===== config.mk =====
export PLATFORM = sky130hd
export DESIGN_NAME = div_seq
export DESIGN_NICKNAME = d
export VERILOG_FILES = /design/src/rtl/div_pkg.sv /design/src/rtl/div_lat_cnt.sv /design/src/rtl/div_seq.sv
export SDC_FILE = /design/constraint.sdc
export NUM_CORES = 1
export LEC_CHECK = 0
export BUFFER_PORTS_ARGS = -buffer_cell sky130_fd_sc_hd__buf_2
export CORE_ASPECT_RATIO = 1.2
export CORE_UTILIZATION = 34
export DETAILED_ROUTE_END_ITERATION = 16
export GPL_TIMING_DRIVEN = 1
export HOLD_SLACK_MARGIN = 0.05
export PLACE_DENSITY = 0.57
export SYNTH_ARGS = -nofsm -noshare
export SYNTH_HDL_FRONTEND = slang
export SYNTH_SLANG_ARGS = --single-unit
export TNS_END_PERCENT = 10

===== constraint.sdc =====
create_clock -name CLOCK -period 3.3 [get_ports CLOCK]
set_input_delay 0.495 -clock CLOCK [delete_from_list [all_inputs] [get_ports CLOCK]]
set_output_delay 0.495 -clock CLOCK [all_outputs]
set_load 0.01 [all_outputs]

===== src/rtl/div_pkg.sv =====
// div_pkg: shared widths, defaults and FSM state type for the 8/4 sequential divider.
package div_pkg;

    localparam int DD_W        = 8;
    localparam int DQ_W        = 4;
    localparam int DIV_LAT_DEF = 10;

    localparam logic [DD_W-1:0] DZ_Q_DEF = 8'hFF;
    localparam logic [DQ_W-1:0] DZ_R_DEF = 4'hF;

    typedef enum logic [1:0] {IDLE, START, WAIT, DONE} state_t;

endpackage


===== src/rtl/div_lat_cnt.sv =====
// div_lat_cnt: loadable down-counter with zero flag for fixed-latency sequential units.
module div_lat_cnt #(
    parameter int W = 4
) (
    input  logic         clk,
    input  logic         rst,
    input  logic         load,
    input  logic         dec,
    input  logic [W-1:0] load_val,
    output logic         zero
);

    logic [W-1:0] count;

    assign zero = (count == '0);

    // Holds at zero rather than wrapping, so a late dec cannot restart the count.
    always_ff @(posedge clk or posedge rst) begin
        if (rst) count <= '0;
        else if (load) count <= load_val;
        else if (dec && !zero) count <= count - W'(1);
    end

endmodule


===== src/rtl/div_seq.sv =====
// div_seq: operand sequencer and result capture for the 8/4 sequential divider,
// with divide-by-zero short-circuit that never starts the divider.
module div_seq
    import div_pkg::*;
#(
    parameter int              DIV_LAT = DIV_LAT_DEF,
    parameter logic [DD_W-1:0] DZ_Q    = DZ_Q_DEF,
    parameter logic [DQ_W-1:0] DZ_R    = DZ_R_DEF
) (
    input  logic            CLOCK,
    input  logic            RESET,
    input  logic            IN_VALID,
    output logic            IN_READY,
    input  logic [DD_W-1:0] IN_DD,
    input  logic [DQ_W-1:0] IN_DQ,
    output logic            DIV_START,
    output logic [DD_W-1:0] DIV_DD,
    output logic [DQ_W-1:0] DIV_DQ,
    input  logic [DD_W-1:0] DIV_ANS,
    input  logic [DQ_W-1:0] DIV_ARE,
    output logic            OUT_VALID,
    input  logic            OUT_READY,
    output logic [DD_W-1:0] OUT_Q,
    output logic [DQ_W-1:0] OUT_R,
    output logic            OUT_DZ
);

    localparam int            CW     = $clog2(DIV_LAT) + 1;
    localparam logic [CW-1:0] LAT_M1 = CW'(DIV_LAT - 1);

    state_t state;
    logic   cnt_zero;

    // Loaded in START so that the zero flag lines up with the last WAIT cycle.
    div_lat_cnt #(.W(CW)) u_cnt (
        .clk      (CLOCK),
        .rst      (RESET),
        .load     (state == START),
        .dec      (state == WAIT),
        .load_val (LAT_M1),
        .zero     (cnt_zero)
    );

    always_ff @(posedge CLOCK or posedge RESET) begin
        if (RESET) begin
            state     <= IDLE;
            IN_READY  <= 1'b1;
            DIV_START <= 1'b0;
            DIV_DD    <= '0;
            DIV_DQ    <= '0;
            OUT_VALID <= 1'b0;
            OUT_Q     <= '0;
            OUT_R     <= '0;
            OUT_DZ    <= 1'b0;
        end else begin
            case (state)
                IDLE: if (IN_VALID) begin
                    DIV_DD   <= IN_DD;
                    DIV_DQ   <= IN_DQ;
                    IN_READY <= 1'b0;
                    if (IN_DQ == '0) begin
                        OUT_Q     <= DZ_Q;
                        OUT_R     <= DZ_R;
                        OUT_DZ    <= 1'b1;
                        OUT_VALID <= 1'b1;
                        state     <= DONE;
                    end else begin
                        DIV_START <= 1'b1;
                        state     <= START;
                    end
                end
                START: begin
                    DIV_START <= 1'b0;
                    state     <= WAIT;
                end
                WAIT: if (cnt_zero) begin
                    OUT_Q     <= DIV_ANS;
                    OUT_R     <= DIV_ARE;
                    OUT_DZ    <= 1'b0;
                    OUT_VALID <= 1'b1;
                    state     <= DONE;
                end
                DONE: if (OUT_READY) begin
                    OUT_VALID <= 1'b0;
                    IN_READY  <= 1'b1;
                    state     <= IDLE;
                end
                default: state <= IDLE;
            endcase
        end
    end

endmodule


# After elaboration in Yosys (flattened, before gate mapping)
# Cells that the tools add are included.
# op_classes
addsub	1
n_eq_ne	8
muxes	28
n_reduce_logical	16
# ops
operator	n
$mux W8	3
$pmux W8 S2	1
$mux W4	3
$mux W5	2
$ne A2 B2 Y1 const B	5
$mux W1	9
$reduce_and A3 Y1	3
$mux W2	4
$pmux W2 S4	1
$pmux W4 S2	1
$reduce_bool A2 Y1	4
$pmux W1 S2	3
$logic_not A5 Y1	1
$reduce_and A5 Y1	1
$sub A5 B1 Y5 const B	1
$eq A2 B2 Y1 const B	2
$logic_not A4 Y1	1
$reduce_and A4 Y1	1
$pmux W1 S3	1
$reduce_bool A3 Y1	1
$eq A2 B1 Y1 const B	1
$logic_not A2 Y1	1
$reduce_and A2 Y1	1
$logic_and A1 B1 Y1	1
$logic_not A1 Y1	1
# totals
regBits	35
input_bits	28
output_inout_bits	28
elab_cells	63

# Longest topological paths before layout
# Gate-level depths: netlist of the first run.
# depth
ltp_word	5
mapped_depth	8
ltp_nobuf	6

# By module
# A second synthesis of the first run with hierarchy kept.
# hier_totals
hier_cells	137
area_unflattened_um2	1711.6
# by_module_without_submodules
module	n_inst	cells_each	area_per_inst_um2	seq_area_each_um2
div_seq	1	104	1408.9	752.0
div_lat_cnt	1	33	302.8	125.1

# Least setup slack after synthesis of the first run
# No wires, ideal clock.
# synth_timing
path_kind	register to register
start	register u_cnt.count[0]
end	register OUT_Q[0]
setup_time_ns	0.141
arrival_time_ns	1.837
required_ns	3.159
slack_ns	1.322
path_stages_with_launch	8
n_path_buf	2
synth_period_minus_slack_ns	1.978
cell_sequence	dfrtp_1 > inv_1 > ha_1 > or4b_1 > buf_2 > a221oi_4 > buf_4 > a31oi_1
# synth_between
elab_chain_len	3
# synth_lines
element	line_no	text
start, declared	div_lat_cnt.sv:13	logic [W-1:0] count;
start signal, assigned	div_lat_cnt.sv:20	else if (load) count <= load_val;
start signal, assigned	div_lat_cnt.sv:21	else if (dec && !zero) count <= count - W'(1);
$logic_not A5 Y1	div_lat_cnt.sv:15	assign zero = (count == '0);
$ne A2 B2 Y1 (no line)	n/a	
$reduce_and A4 Y1 (no line)	n/a	
end signal, assigned	div_seq.sv:52	OUT_Q <= '0;
end signal, assigned	div_seq.sv:62	OUT_Q <= DZ_Q;
end signal, assigned	div_seq.sv:77	OUT_Q <= DIV_ANS;
end, declared	div_seq.sv:23	output logic [DD_W-1:0] OUT_Q,
# Every way passes these cells.
# A chain may end at the register's enable or synchronous reset.

# Worst setup path after layout of the first run
# layout_timing
start	register u_cnt.count[0]
end	register OUT_Q[7]
# Same word-level chain as after synthesis.

==> results.ini, run 1 <==
[outcome]
status = finished clean

[die]
core_region_area_um2 = 4560
die_y_um = 77.2
dieArea_um2 = 4990
start_util_pct = 35.1
boundaryPins = 56
die_w_um = 64.7
rows = 27

[pwr]
power.leakage_nw = 0.977
vdd_drop_max_v = 0.000434
combPwrFrac_pct = 43.0
clkPwrFrac_pct = 19.9
switchingPower_uw = 727
power-per-cell-area_nw_per_um2 = 975
internal-power_mw = 1.27
sw_frac_of_total_pct = 36.4
p_seq_share_pct = 37.1

[clocking]
cts.sinks = 35
cts_resized = 0
cts_tree = yes
htree_num_levels = 2
path_clk_slew_ps = 70
clockBufferDepth = 2
numCtsBuffers = 5
cts_hold_buffers = 0
root_buffer = clkbuf_8
clock_latency_ps = 290
post_cts_buffers = 0

[grt]
grt_max_degree = 25
antenna_found_initial = 0
track_usage_pct = 14.9
grt_pass1_wl_um = 5570
grt_pass1_vias = 1215
grt.met2_usage_pct = 24.8
grt_use_met1_pct = 17.0
grt_use_met3_pct = 4.02
grt-busiest-layer = met2
overflow = 0

[sta]
layout_min_cycle_time_ps = 2420
slew_viol_final = 0
slew_headroom_pct = 43.2
worstMarginPinSlew_ps = 852
timing.final.crit_share_pct = 73.3
setup_viol = 0
fin_skew_ps = 4.47
rsz0062_at_grt = no
tns_ps = 0
fmax_mhz = 413
finalHoldViolCount = 0

[finish]
diodes = 0
area_growth_pct = 27.6
fill_cells = 468
nets = 235
drive_above_1_share_pct = 39.6
multi_input_comb_area_um2 = 619
regArea_um2 = 877
post-route-util_pct = 44.8

[yosys]
synth-main-ff-cell = dfrtp_1
synth_cells = 144
ys_ff_latch = 35
synth_cell_types = 33
synth_edf_count = 0
seq_area_frac_synth_pct = 54.7
syn_area_um2 = 1600
avgSynthCellArea_um2 = 11.1
async_flop_share_pct = 100
ys_warn_count = 0
synth_fp_nets = 178

[critical_path]
ff2ff_path_depth = 5
arrival_ps = 2560
critPathRequiredTime_ps = 3440
critPathBufInv = 1
crit_family = compound AO/OA/AOI/OAI gates
reg2reg_from = u_cnt.count[0]
r2r_slack_ps = 880
startpoint_type = flop
cp-end-kind = flop
reg2reg_to = OUT_Q[7]
worst_path_largest_cell_delay_ps = 810
path_max_fanout = 24
cpMaxStageDelayCell = a221oi_4
worstPathCellList = inv_1 > ha_1 > or4b_1 > a221oi_4 > a31oi_1
crit_type = reg2reg

[route]
num_vias = 1223
firstDrtPassIters = 4
totalWireLength_um = 3220
drc = 0
antenna_left = 0
wl_per_cell_um = 12.4
drtIter0Drc = 68
drt-vias-per-instance = 4.70

[placed_design]
port-buffer-count = 55
hpwl_um = 2420
place_congestion = 0.731

[job]
drv_cap = 0

[hold_path]
hp-class = in2async

[per-stage QoR]
| step | power (mW) | hold WS (ps) | cells | cell area (um^2) | setup slack [ps] |
|---|---|---|---|---|---|
| 3_5_place_dp | 1.62 | 488 | 252 | 1930 | 873 |
| 5_1_grt | 2.16 | 370 | 260 | 2040 | 619 |
| 4_1_cts | 2.03 | 328 | 260 | 2040 | 863 |
| 2_1_floorplan | 1.37 | 504 | 144 | 1600 | 1320 |
| 3_3_place_gp | 1.62 | 484 | 252 | 1930 | 922 |
| 6_report | 1.99 | 307 | 260 | 2040 | 880 |
[cell families after synthesis]
logic type      share of synthesized area, %
xor+xnor                                1.64
mux                                     9.68
simple gates                            9.91
fa+ha+maj                               4.68
compound gates                          12.7
flops                                   54.7
buf+inv                                 6.63
[synthesized netlist by cell type, types with 2 or more instances]
| cell type | n | share of area (%) |
|---|---|---|
| nor3_1 | 2 | 0.62 |
| ha_1 | 6 | 4.7 |
| a31oi_1 | 14 | 5.5 |
| dfrtp_1 | 34 | 53 |
| nand2_1 | 6 | 1.4 |
| a21oi_1 | 7 | 2.2 |
| nand2b_1 | 2 | 0.78 |
| nor2_1 | 15 | 3.5 |
| clkbuf_1 | 3 | 0.70 |
| mux2i_1 | 2 | 1.2 |
| xor2_1 | 2 | 1.1 |
| mux2_2 | 12 | 8.4 |
| nand3_1 | 2 | 0.62 |
| inv_1 | 18 | 4.2 |
[area by class of cell]
type                    instances  area share (%)
clock buffers                   6            4.04
clock inverters                 2            1.71
inverters                      18            3.30
multi-input cells              84            30.3
flip-flops and latches         35            42.9
well taps                      58            3.55
repair buffers                 57            14.2
[worst max-delay path by stage]
stage / from / end / cells after the start / slack (ps)
after floorplan: u_cnt.count[0] / OUT_Q[0] / 7 / 1320
after global placement: u_cnt.count[0] / OUT_R[0] / 5 / 920
after detailed placement: u_cnt.count[0] / OUT_R[0] / 5 / 870
after CTS: u_cnt.count[0] / OUT_R[0] / 5 / 860
after global routing: u_cnt.count[0] / OUT_Q[6] / 6 / 620
final: u_cnt.count[0] / OUT_Q[7] / 5 / 880
[flip-flops by register name, indices dropped and copies added, names as in the netlist]
register     cells
IN_READY         1
DIV_DD           8
OUT_Q            8
OUT_VALID        1
DIV_DQ           4
OUT_DZ           1
DIV_START        1
state            2
OUT_R            4
u_cnt.count      5
[power groups by stage]
stage / sequential, mW / clock [mW] / combinational, mW
floorplan: 0.813 / 0 / 0.555
global placement: 0.751 / 0 / 0.865
detailed placement: 0.752 / 0 / 0.872
CTS: 0.745 / 0.411 / 0.873
global route: 0.767 / 0.425 / 0.969
finish: 0.740 / 0.397 / 0.857
[metal layers]
layer	vias up	wire (um)
li1	609	-
met2	25	1660
met4	0	71
met3	5	127
met5	-	0
met1	584	1360
[cells in the final DEF (no fill, tap or decap), types with 2 or more instances in the layout]
master / count
nand3_1: 2
a21oi_1: 7
mux2_2: 12
a31oi_1: 14
nand2b_1: 2
mux2i_1: 2
dfrtp_1: 34
buf_2: 55
nor2_1: 15
inv_1: 18
nor3_1: 2
nand2_1: 6
ha_1: 6
xor2_1: 2
buf_4: 2
clkbuf_8: 6
Note: power is estimated with default switching activity, not from simulation.
==> inputs of run 2 (changes only) <==
- clock period: 3.3 -> 2.5 ns (I/O delays scaled with it)
==> run 2 against run 1 <==
Non-clock buffer count grew 2. Critical path type unchanged. Sequential share of layout area about the same. Critical endpoint is now OUT_Q[1]. Combinational power is 35% higher. Largest power group unchanged. Cell area barely moved.
==> results.ini, run 2 (same netlist as run 1, synthesis figures left out) <==
[outcome]
status = finished clean  ; unchanged

[critical_path]
worstPathCellList = inv_1 > ha_1 > or4b_1 > a221oi_4 > buf_4 > nor2_1 > a31oi_1  ; was inv_1 > ha_1 > or4b_1 > a221oi_4 > a31oi_1
crit_type = reg2reg  ; unchanged
startpoint_type = flop  ; unchanged
path_max_fanout = 24  ; unchanged
critPathRequiredTime_ps = 2700  ; was 3440 ps
cpMaxStageDelayCell = or4b_1  ; was a221oi_4
r2r_slack_ps = 350  ; was 880 ps
reg2reg_from = u_cnt.count[0]  ; unchanged
arrival_ps = 2350  ; was 2560 ps
worst_path_largest_cell_delay_ps = 610  ; was 810 ps
crit_family = simple AND/OR/NAND/NOR gates  ; was compound AO/OA/AOI/OAI gates
ff2ff_path_depth = 7  ; was 5
critPathBufInv = 2  ; was 1
cp-end-kind = flop  ; unchanged
reg2reg_to = OUT_Q[1]  ; was OUT_Q[7]

[job]
drv_cap = 0  ; unchanged

[grt]
antenna_found_initial = 0  ; unchanged
overflow = 0  ; unchanged
track_usage_pct = 14.3  ; was 14.9%
grt_max_degree = 36  ; was 25
grt_pass1_wl_um = 5400  ; was 5570 um
grt_pass1_vias = 1228  ; was 1215

[pwr]
power-per-cell-area_nw_per_um2 = 1260  ; was 975 nW/um^2
power.leakage_nw = 0.976  ; was 0.977 nW
vdd_drop_max_v = 0.000521  ; was 0.000434 V
p_total_mw = 2.58  ; was 1.99 mW

[placed_design]
port-buffer-count = 55  ; unchanged
hpwl_um = 2390  ; was 2420 um
dp.cells = 254  ; was 252
place_congestion = 0.714  ; was 0.731
place_area_um2 = 1940  ; was 1930 um^2

[clocking]
clockBufferDepth = 2  ; unchanged
path_clk_slew_ps = 70  ; about the same
cts_tree = yes  ; unchanged
post_cts_buffers = 0  ; unchanged
clock_latency_ps = 280  ; was 290 ps
htree_num_levels = 2  ; unchanged
cts_resized = 0  ; unchanged
root_buffer = clkbuf_8  ; unchanged
cts_hold_buffers = 0  ; unchanged
numCtsBuffers = 5  ; unchanged
cts.sinks = 35  ; unchanged

[finish]
layout_common_cells = buf_2 (55), dfrtp_1 (34), inv_1 (18)  ; unchanged
nets = 237  ; was 235
final_common_cell = buf_2  ; unchanged
finish.instance_area_um2 = 2050  ; was 2040 um^2
drive_above_1_share_pct = 40.2  ; was 39.6%
diodes = 0  ; unchanged
largestRegisters = DIV_DD x8, OUT_Q x8, u_cnt.count x5  ; unchanged
area_growth_pct = 27.6  ; about the same
finalNonFillerCells = 262  ; was 260

[route]
antenna_left = 0  ; unchanged
drt-vias-per-instance = 4.68  ; was 4.70
num_vias = 1226  ; was 1223
firstDrtPassIters = 4  ; unchanged
drtIter0Drc = 54  ; was 68
wl_per_cell_um = 12.0  ; was 12.4 um
totalWireLength_um = 3150  ; was 3220 um
drc = 0  ; unchanged

[sta]
finalHoldViolCount = 0  ; unchanged
slew_headroom_pct = 53.8  ; was 43.2%
fmax_mhz = 465  ; was 413 MHz
timing.final.crit_share_pct = 86.0  ; was 73.3%
slew_viol_final = 0  ; unchanged
setup_viol = 0  ; unchanged
layout_min_cycle_time_ps = 2150  ; was 2420 ps
rsz0062_at_grt = no  ; unchanged
tns_ps = 0  ; unchanged
worst_hold_slack_ps = 174  ; was 307 ps
worstMarginPinSlew_ps = 686  ; was 852 ps
fin_skew_ps = 5.78  ; was 4.47 ps

[die]
start_util_pct = 35.1  ; unchanged
dieArea_um2 = 4990  ; unchanged
die_y_um = 77.2  ; unchanged
rows = 27  ; unchanged
core_region_area_um2 = 4560  ; unchanged
die_w_um = 64.7  ; unchanged
boundaryPins = 56  ; unchanged

[hold_path]
hp-class = in2async  ; unchanged

run 2: cell types whose count changed in the layout (fill, tap and decap cells not counted):
cell / change
clkbuf_8: +1
clkinv_2: -1
clkinvlp_4: +1
bufinv_16: -1
buf_4: +2
run 2: area by class of cell:
| type | instances | area (um^2) |
|---|---|---|
| clock buffers | 7 | 96.3 |
| clock inverters | 1 | 7.51 |
| fillers | 465 | 2510 |
| inverters | 18 | 67.6 |
| multi-input cells | 84 | 619 |
| flip-flops and latches | 35 | 877 |
| well taps | 58 | 72.6 |
| repair buffers | 59 | 305 |
run 2: worst max-delay path by stage:
stage | from | end | slack [ps] | cells past startpoint
3_5_place_dp | u_cnt.count[0] | OUT_R[1] | 360 | 7
2_1_floorplan | u_cnt.count[0] | OUT_Q[0] | 520 | 7
5_1_grt | u_cnt.count[0] | OUT_Q[3] | 120 | 7
6_report | u_cnt.count[0] | OUT_Q[1] | 350 | 7
4_1_cts | u_cnt.count[0] | OUT_R[1] | 340 | 7
3_3_place_gp | u_cnt.count[0] | OUT_R[1] | 390 | 7
run 2: metal layers:
metal	wire (um)	vias to the layer above	GRT usage [%]
met5	0	-	0
met4	80	0	6.67
met3	127	9	4.61
met2	1590	30	23.9
met1	1360	579	16.2
li1	-	608	-
run 2: worst reg2reg max path: cells and delay by family (launching register included):
| kind | cells | cell delay, ps |
|---|---|---|
| buf+inv | 2 | 370 |
| flops | 1 | 380 |
| simple gates | 2 | 670 |
| fa+ha+maj | 1 | 180 |
| compound gates | 2 | 470 |
run 2: stage by stage:
step / util [%] / setup slack, ps
after detailed placement: 42.6 / 358
final: 44.9 / 351
after global routing: 44.9 / 122
after CTS: 44.9 / 338
after floorplan: - / 522
after global placement: 42.6 / 392
run 2: power by group:
| group | total [mW] | switching (mW) | internal, mW |
|---|---|---|---|
| registers | 0.977 | 0.147 | 0.831 |
| logic | 1.16 | 0.620 | 0.540 |
| clock network | 0.447 | 0.196 | 0.250 |
